`config.mk`:
```
export PLATFORM = sky130hd
export DESIGN_NAME = move_serializer
export DESIGN_NICKNAME = d
export VERILOG_FILES = /design/src/rtl/move_serializer.sv
export SDC_FILE = /design/constraint.sdc
export NUM_CORES = 1
export LEC_CHECK = 0
export CORE_MARGIN = 2
export CORE_UTILIZATION = 40
export DETAILED_ROUTE_END_ITERATION = 10
export SYNTH_ARGS = -nofsm -noshare
export SYNTH_HDL_FRONTEND = slang
export SYNTH_SLANG_ARGS = --single-unit
```
`constraint.sdc`:
```
create_clock -name CLK -period 3.1 [get_ports CLK]
set_input_delay 0.775 -clock CLK [delete_from_list [all_inputs] [get_ports CLK]]
set_output_delay 0.775 -clock CLK [all_outputs]
set_load 0.05 [all_outputs]
```
`src/rtl/move_serializer.sv`:
```
// move_serializer: FIFO-buffered parallel move codes emitted as framed serial bits (start bit, MSB-first data, zero gap).
module move_serializer #(
  parameter int W     = 6,
  parameter int GAP   = 2,
  parameter int DEPTH = 4
) (
  input  logic         CLK,
  input  logic         RESET,
  input  logic [W-1:0] move_in,
  input  logic         move_valid,
  output logic         move_ready,
  output logic         x,
  output logic         frame_start,
  output logic         busy,
  output logic [7:0]   frames_sent
);
  localparam int AW = $clog2(DEPTH);
  localparam int BW = (W > 1) ? $clog2(W) : 1;
  localparam int GW = (GAP > 0) ? $clog2(GAP + 1) : 1;
  typedef enum logic [1:0] {S_IDLE, S_SHIFT, S_GAP} state_t;
  state_t        state_q, state_d;
  logic [W-1:0]  mem_q [DEPTH];
  logic [AW-1:0] wptr_q, wptr_d, rptr_q, rptr_d;
  logic [AW:0]   cnt_q, cnt_d;
  logic [W-1:0]  sreg_q, sreg_d;
  logic [BW-1:0] bit_q, bit_d;
  logic [GW-1:0] gap_q, gap_d;
  logic          x_q, x_d, fs_q, fs_d;
  logic [7:0]    sent_q, sent_d;
  logic          push, pop, empty, eof;
  assign empty       = cnt_q == '0;
  assign move_ready  = cnt_q != (AW+1)'(DEPTH);
  assign push        = move_valid && move_ready;
  // gap_q reaching zero in S_GAP marks the edge that closes the frame
  assign eof         = state_q == S_GAP && gap_q == '0;
  assign pop         = !empty && (state_q == S_IDLE || eof);
  assign x           = x_q;
  assign frame_start = fs_q;
  assign busy        = state_q != S_IDLE;
  assign frames_sent = sent_q;
  always_comb begin
    wptr_d  = wptr_q + AW'(push);
    rptr_d  = rptr_q + AW'(pop);
    cnt_d   = cnt_q + (AW+1)'(push) - (AW+1)'(pop);
    state_d = state_q;
    sreg_d  = sreg_q;
    bit_d   = bit_q;
    gap_d   = gap_q;
    x_d     = x_q;
    fs_d    = 1'b0;
    sent_d  = eof ? sent_q + 8'd1 : sent_q;
    if (state_q == S_SHIFT) begin
      x_d   = sreg_q[bit_q];
      bit_d = bit_q - BW'(1);
      if (bit_q == '0) begin
        state_d = S_GAP;
        gap_d   = GW'(GAP);
      end
    end else if (state_q == S_GAP && !eof) begin
      x_d   = 1'b0;
      gap_d = gap_q - GW'(1);
    end
    if (pop) begin
      sreg_d  = mem_q[rptr_q];
      x_d     = 1'b1;
      fs_d    = 1'b1;
      bit_d   = BW'(W - 1);
      state_d = S_SHIFT;
    end else if (state_q == S_IDLE || eof) begin
      x_d     = 1'b0;
      state_d = S_IDLE;
    end
  end
  always_ff @(posedge CLK) begin
    if (push) mem_q[wptr_q] <= move_in;
  end
  always_ff @(posedge CLK or posedge RESET) begin
    if (RESET) begin
      state_q <= S_IDLE;
      wptr_q  <= '0;
      rptr_q  <= '0;
      cnt_q   <= '0;
      sreg_q  <= '0;
      bit_q   <= '0;
      gap_q   <= '0;
      x_q     <= 1'b0;
      fs_q    <= 1'b0;
      sent_q  <= '0;
    end else begin
      state_q <= state_d;
      wptr_q  <= wptr_d;
      rptr_q  <= rptr_d;
      cnt_q   <= cnt_d;
      sreg_q  <= sreg_d;
      bit_q   <= bit_d;
      gap_q   <= gap_d;
      x_q     <= x_d;
      fs_q    <= fs_d;
      sent_q  <= sent_d;
    end
  end
endmodule

```
==> results.toml, run 1 <==
[setup_path]
cp.required_ns = 2.32
endpoint_kind = "primary output"
crit_type = "flip-flop to primary output"
ff2ff_path_depth = 11
crit_path_max_fanout = 4
slowest_stage = "clkdlybuf4s50_1"
cp.arrival_ns = 1.93
critical_path.max_stage_delay_ns = 0.72
worstPathCellList = "or3b_2 > clkdlybuf4s50_1"
crit_path_start_kind = "flip-flop"

[place]
dpl.hpwl_um = 2645
gp_congestion = 0.7207
portBuffers = 20
dp_cells = 247

[min_path]
min_path_type = "flip-flop to flip-flop"
min_path_cells = 1

[timing]
period_minus_slack_ns = 2.706
relSlewSlack = 0.6590
rsz0062_at_grt = "no"
tns_ns = 0
holdWs_ns = 0.4709
max_freq_ghz = 0.3695
fin_crit_sh = 0.8729
worst_slew_pin_slew_ns = 0.5100
setup_viol = 0
finalClockSkew_ns = 0.004737
slew_viol_final = 0
final_hold_viol_count = 0

[clock_tree]
postCtsSetupBuffers = 0
root_buffer = "clkbuf_8"
cts.sinks = 54
insertion_delay_ns = 0.30
cts_resized = 0
holdBufCountCts = 0
tritoncts = "done"
cts_buffers = 5
htreeDepth = 2
clk_path_buf_depth = 2
clk_pin_slew_ns = 0.09

[synth]
synth_top_area_frac = 0.3219
yosys_warnings = 0
synth_top_cell_by_area = "dfrtp_1"
ys_ff_latch = 54
synth_compound_area_frac = 0.03863
syn-mean-instance-area_um2 = 15.05
synth_top_family_by_area = "multiplexers"
ys_seq_area_frac = 0.6309
synthMuxAreaShare = 0.1175
netlist_area_mm2 = 0.002332
synth-main-ff-cell = "dfrtp_1"
synth-simple-area-share = 0.08798
synthAdderAreaFrac = 0.05150
synth_edf_count = 24
synthXorXnorAreaFrac = 0.04506
synth.area.top_cells = "dfrtp_1, edfxtp_1, mux4_2"
yosysUniqueCellTypes = 37
ys_async_sr_fraction = 0.5556
syn-instance-count = 155
synth_nets = 173

[final_layout]
fin_cells = 255
insertedDiodeCount = 0
fillCellCount = 505
areaGrowthSynthToFinish_pct = 16.31
layout.nets = 200
drive_gt1_frac = 0.1475

[global_routing]
grt_util_all_layers = 0.1304
grt_pass1_wl_um = 6299
antenna_found_initial = 0
grt_pass1_vias = 1330
grt_max_degree = 31
globalRouteOverflowTotal = 0

[run_status]
status = "finished clean"

[detailed_routing]
viasPerCell = 5.039
ant_nets = 0
finalWirelength_um = 3678
avgRoutedWirePerCell_um = 14.42
drc_errors = 0
vias = 1285
first_pass_iters = 4
first_iter_violations = 68

[die]
dieHeight_um = 80.36
rows = 27
fp.dieW_um = 80.36
die_area_mm2 = 0.006458
ios = 21
core_mm2 = 0.005574
start_util = 0.4184

[flow_run]
max_cap_violations = 0

[power]
p_per_area_mw_per_mm2 = 891.8
p_leak_nw = 1.116
peakVddDrop_uv = 410.0
==> cells by family after synthesis <==
| kind of cell | after synthesis |
|---|---|
| AND/OR/NAND/NOR | 35 |
| adder cells (fa/ha/maj) | 9 |
| XOR/XNOR | 12 |
| flip-flops | 54 |
| buffers and inverters | 15 |
| AO/OA/AOI/OAI | 13 |
| multiplexers | 17 |
==> through the flow <==
| step | power (mW) | setup WS, ns | util | area [um2] |
|---|---|---|---|---|
| detailed placement | 2.083 | 0.4570 | 0.4714 | 2628 |
| floorplan | 1.837 | 0.6847 | - | 2332 |
| global placement | 2.023 | 0.5232 | 0.4714 | 2628 |
| global route | 2.590 | 0.3405 | 0.4866 | 2713 |
| CTS | 2.458 | 0.3718 | 0.4866 | 2713 |
| finish | 2.419 | 0.3939 | 0.4866 | 2713 |
==> state kept, by name, summed over array words and instances, names as in the netlist, 2 cells and up <==
| register | flops |
|---|---|
| wptr_q | 2 |
| cnt_q | 3 |
| gap_q | 2 |
| mem_q | 24 |
| sreg_q | 6 |
| state_q | 2 |
| frames_sent | 8 |
| bit_q | 3 |
| rptr_q | 2 |
==> layout make-up <==
type                    count  area (um2)  share of cell area
flip-flops and latches     54        1471              0.5424
repair buffers             24       230.2             0.08487
well taps                  72       90.09             0.03321
clock inverters             3       16.27            0.005996
clock buffers               5       68.82             0.02537
multi-input cells          86       794.5              0.2929
inverters                  11       41.29             0.01522
==> worst max-delay path, delay by kind of cell (launching register included) <==
family,cells,cell delay [ns]
AND/OR/NAND/NOR,1,0.47
flip-flops,1,0.44
buffers and inverters,1,0.72
==> layer usage <==
layer / vias up / routed length, um / GRT usage
met4: 0 / 65 / 0.05085
met2: 17 / 1867 / 0.2183
met1: 646 / 1627 / 0.1565
met5: - / 0 / 0
li1: 615 / - / -
met3: 7 / 117 / 0.04157
==> path summary, 6_finish.rpt <==
kind | from | to | slack (ns)
worst min register to register | frames_sent[7]$_DFFE_PP0P_ | frames_sent[7]$_DFFE_PP0P_ | 0.47
worst max register to register | gap_q[0]$_DFFE_PP0P_ | cnt_q[2]$_DFF_PP0_ | 0.63
worst min-delay path | frames_sent[7]$_DFFE_PP0P_ | frames_sent[7]$_DFFE_PP0P_ | 0.47
min in group asynchronous | RESET | wptr_q[0]$_DFF_PP0_ | 0.84
max in group asynchronous | RESET | gap_q[0]$_DFFE_PP0P_ | 1.98
worst max-delay path | cnt_q[1]$_DFF_PP0_ | move_ready | 0.39
==> synthesized netlist by cell type, types with 4 or more instances <==
master,number
dfrtp_1,30
and3_1,4
nand2_1,5
ha_1,8
xnor2_1,6
xor2_1,6
mux2_4,5
inv_1,11
nor2_1,5
mux4_2,6
edfxtp_1,24
==> power breakdown <==
| part | total, mW | switching (mW) | internal (mW) |
|---|---|---|---|
| clock network | 0.368 | 0.213 | 0.154 |
| logic | 0.876 | 0.425 | 0.451 |
| registers | 1.18 | 0.202 | 0.974 |
| total | 2.42 | 0.840 | 1.58 |
==> cell usage in the layout (no fill, tap or decap), types with 5 or more instances in the layout <==
| cell | count |
|---|---|
| ha_1 | 8 |
| nor2_1 | 5 |
| mux2_4 | 5 |
| mux4_2 | 6 |
| dfrtp_1 | 30 |
| xnor2_1 | 6 |
| edfxtp_1 | 24 |
| nand2_1 | 5 |
| inv_1 | 11 |
| xor2_1 | 6 |
| clkbuf_8 | 5 |
| clkdlybuf4s50_1 | 20 |
No activity file was read; power rests on OpenSTA's default activity.
==> inputs of run 2 (changes only) <==
--- a/config.mk
+++ b/config.mk
@@ -5,9 +5,13 @@
 export SDC_FILE = /design/constraint.sdc
 export NUM_CORES = 1
 export LEC_CHECK = 0
+export CAP_MARGIN = 20
+export CELL_PAD_IN_SITES_DETAIL_PLACEMENT = 1
+export CELL_PAD_IN_SITES_GLOBAL_PLACEMENT = 1
 export CORE_MARGIN = 2
 export CORE_UTILIZATION = 40
 export DETAILED_ROUTE_END_ITERATION = 10
+export PLACE_DENSITY_LB_ADDON = 0.1
 export SYNTH_ARGS = -nofsm -noshare
 export SYNTH_HDL_FRONTEND = slang
 export SYNTH_SLANG_ARGS = --single-unit
==> results.toml, run 2 (synthesis gave the netlist of run 1 again) <==
[power]
p_total_mw = 2.470
p_per_area_mw_per_mm2 = 906.4
p_leak_nw = 1.128
peakVddDrop_uv = 344.5

[run_status]
status = "finished clean"

[final_layout]
drive_gt1_frac = 0.1530
final_util = 0.4889
final_cell_mix = "dfrtp_1, edfxtp_1, clkdlybuf4s50_1"
insertedDiodeCount = 0
largest_register_ffs = 24
layout.nets = 200
fin_cells = 255
regMostFlops = "mem_q"
final_common_cell = "dfrtp_1"
areaGrowthSynthToFinish_pct = 16.85
fillCellCount = 564

[die]
fp.dieW_um = 80.36
core_mm2 = 0.005574
die_area_mm2 = 0.006458
dieHeight_um = 80.36
start_util = 0.4184
rows = 27
ios = 21

[detailed_routing]
drc_errors = 0
ant_nets = 0
finalWirelength_um = 4060
vias = 1300
first_pass_iters = 4
first_iter_violations = 53
viasPerCell = 5.098
avgRoutedWirePerCell_um = 15.92

[place]
dp_cells = 247
gp_congestion = 0.7276
portBuffers = 20
dpl.hpwl_um = 2930

[clock_tree]
holdBufCountCts = 0
clk_pin_slew_ns = 0.10
htreeDepth = 2
insertion_delay_ns = 0.30
postCtsSetupBuffers = 0
tritoncts = "done"
cts.sinks = 54
cts_buffers = 5
cts_resized = 0
root_buffer = "clkbuf_8"
clk_path_buf_depth = 2

[setup_path]
endpoint_kind = "primary output"
crit_path_max_fanout = 4
crit_type = "flip-flop to primary output"
crit_path_start_kind = "flip-flop"
slowest_stage = "clkdlybuf4s50_1"
path_buf_inv = 1
cp.arrival_ns = 1.94
critical_path.max_stage_delay_ns = 0.72
path_delay_family = "buffers and inverters"
cp.required_ns = 2.32
worstPathCellList = "or3b_2 > clkdlybuf4s50_1"

[global_routing]
grt_util_all_layers = 0.1418
grt_pass1_vias = 1390
grt_max_degree = 31
globalRouteOverflowTotal = 0
grt_pass1_wl_um = 6775
antenna_found_initial = 0

[timing]
finalClockSkew_ns = 0.005435
max_freq_ghz = 0.3685
period_minus_slack_ns = 2.714
worst_slew_pin_slew_ns = 0.5008
slew_viol_final = 0
rsz0062_at_grt = "no"
final_hold_viol_count = 0
setup_viol = 0
fin_crit_sh = 0.8755
tns_ns = 0
relSlewSlack = 0.6651

[flow_run]
max_cap_violations = 0

[min_path]
min_path_type = "flip-flop to flip-flop"
-- run 2: path summary, 6_finish.rpt --
check	to	slack, ns	startpoint	depth (start not counted)
max	move_ready	0.39	cnt_q[1]$_DFF_PP0_	2
min	frames_sent[7]$_DFFE_PP0P_	0.48	frames_sent[7]$_DFFE_PP0P_	1
max reg2reg	cnt_q[2]$_DFF_PP0_	0.67	gap_q[0]$_DFFE_PP0P_	11
min reg2reg	frames_sent[7]$_DFFE_PP0P_	0.48	frames_sent[7]$_DFFE_PP0P_	1
max in group asynchronous	frames_sent[0]$_DFFE_PP0P_	1.95	RESET	3
min in group asynchronous	wptr_q[0]$_DFF_PP0_	0.87	RESET	3
-- run 2: metrics by stage --
step,setup slack [ns],hold slack (ns),cell area (um2)
2_1_floorplan,0.6847,0.4530,2332
6_report,0.3860,0.4773,2725
3_5_place_dp,0.4357,0.4719,2628
3_3_place_gp,0.5151,0.4539,2628
5_1_grt,0.3098,0.5186,2725
4_1_cts,0.3593,0.4880,2725
-- run 2: routing by layer --
| metal | part of all wire | up-vias | global-route usage |
|---|---|---|---|
| met3 | 0.027 | 4 | 0.03820 |
| met2 | 0.51 | 17 | 0.2317 |
| met1 | 0.46 | 664 | 0.1862 |
| met5 | 0 | - | 0 |
| li1 | - | 615 | - |
| met4 | 0.010 | 0 | 0.04068 |
-- run 2: final cells by class --
class | count | area, um2 | share of cell area
Clock inverter | 3 | 28.78 | 0.01056
Clock buffer | 5 | 68.82 | 0.02525
Inverter | 11 | 41.29 | 0.01515
Timing Repair Buffer | 24 | 230.2 | 0.08448
Tap cell | 72 | 90.09 | 0.03306
Sequential cell | 54 | 1471 | 0.5399
Multi-Input combinational cell | 86 | 794.5 | 0.2916
-- run 2: where the power goes --
group          switching [mW]  internal, mW
logic                   0.435         0.454
clock network           0.236         0.168
registers               0.204         0.974
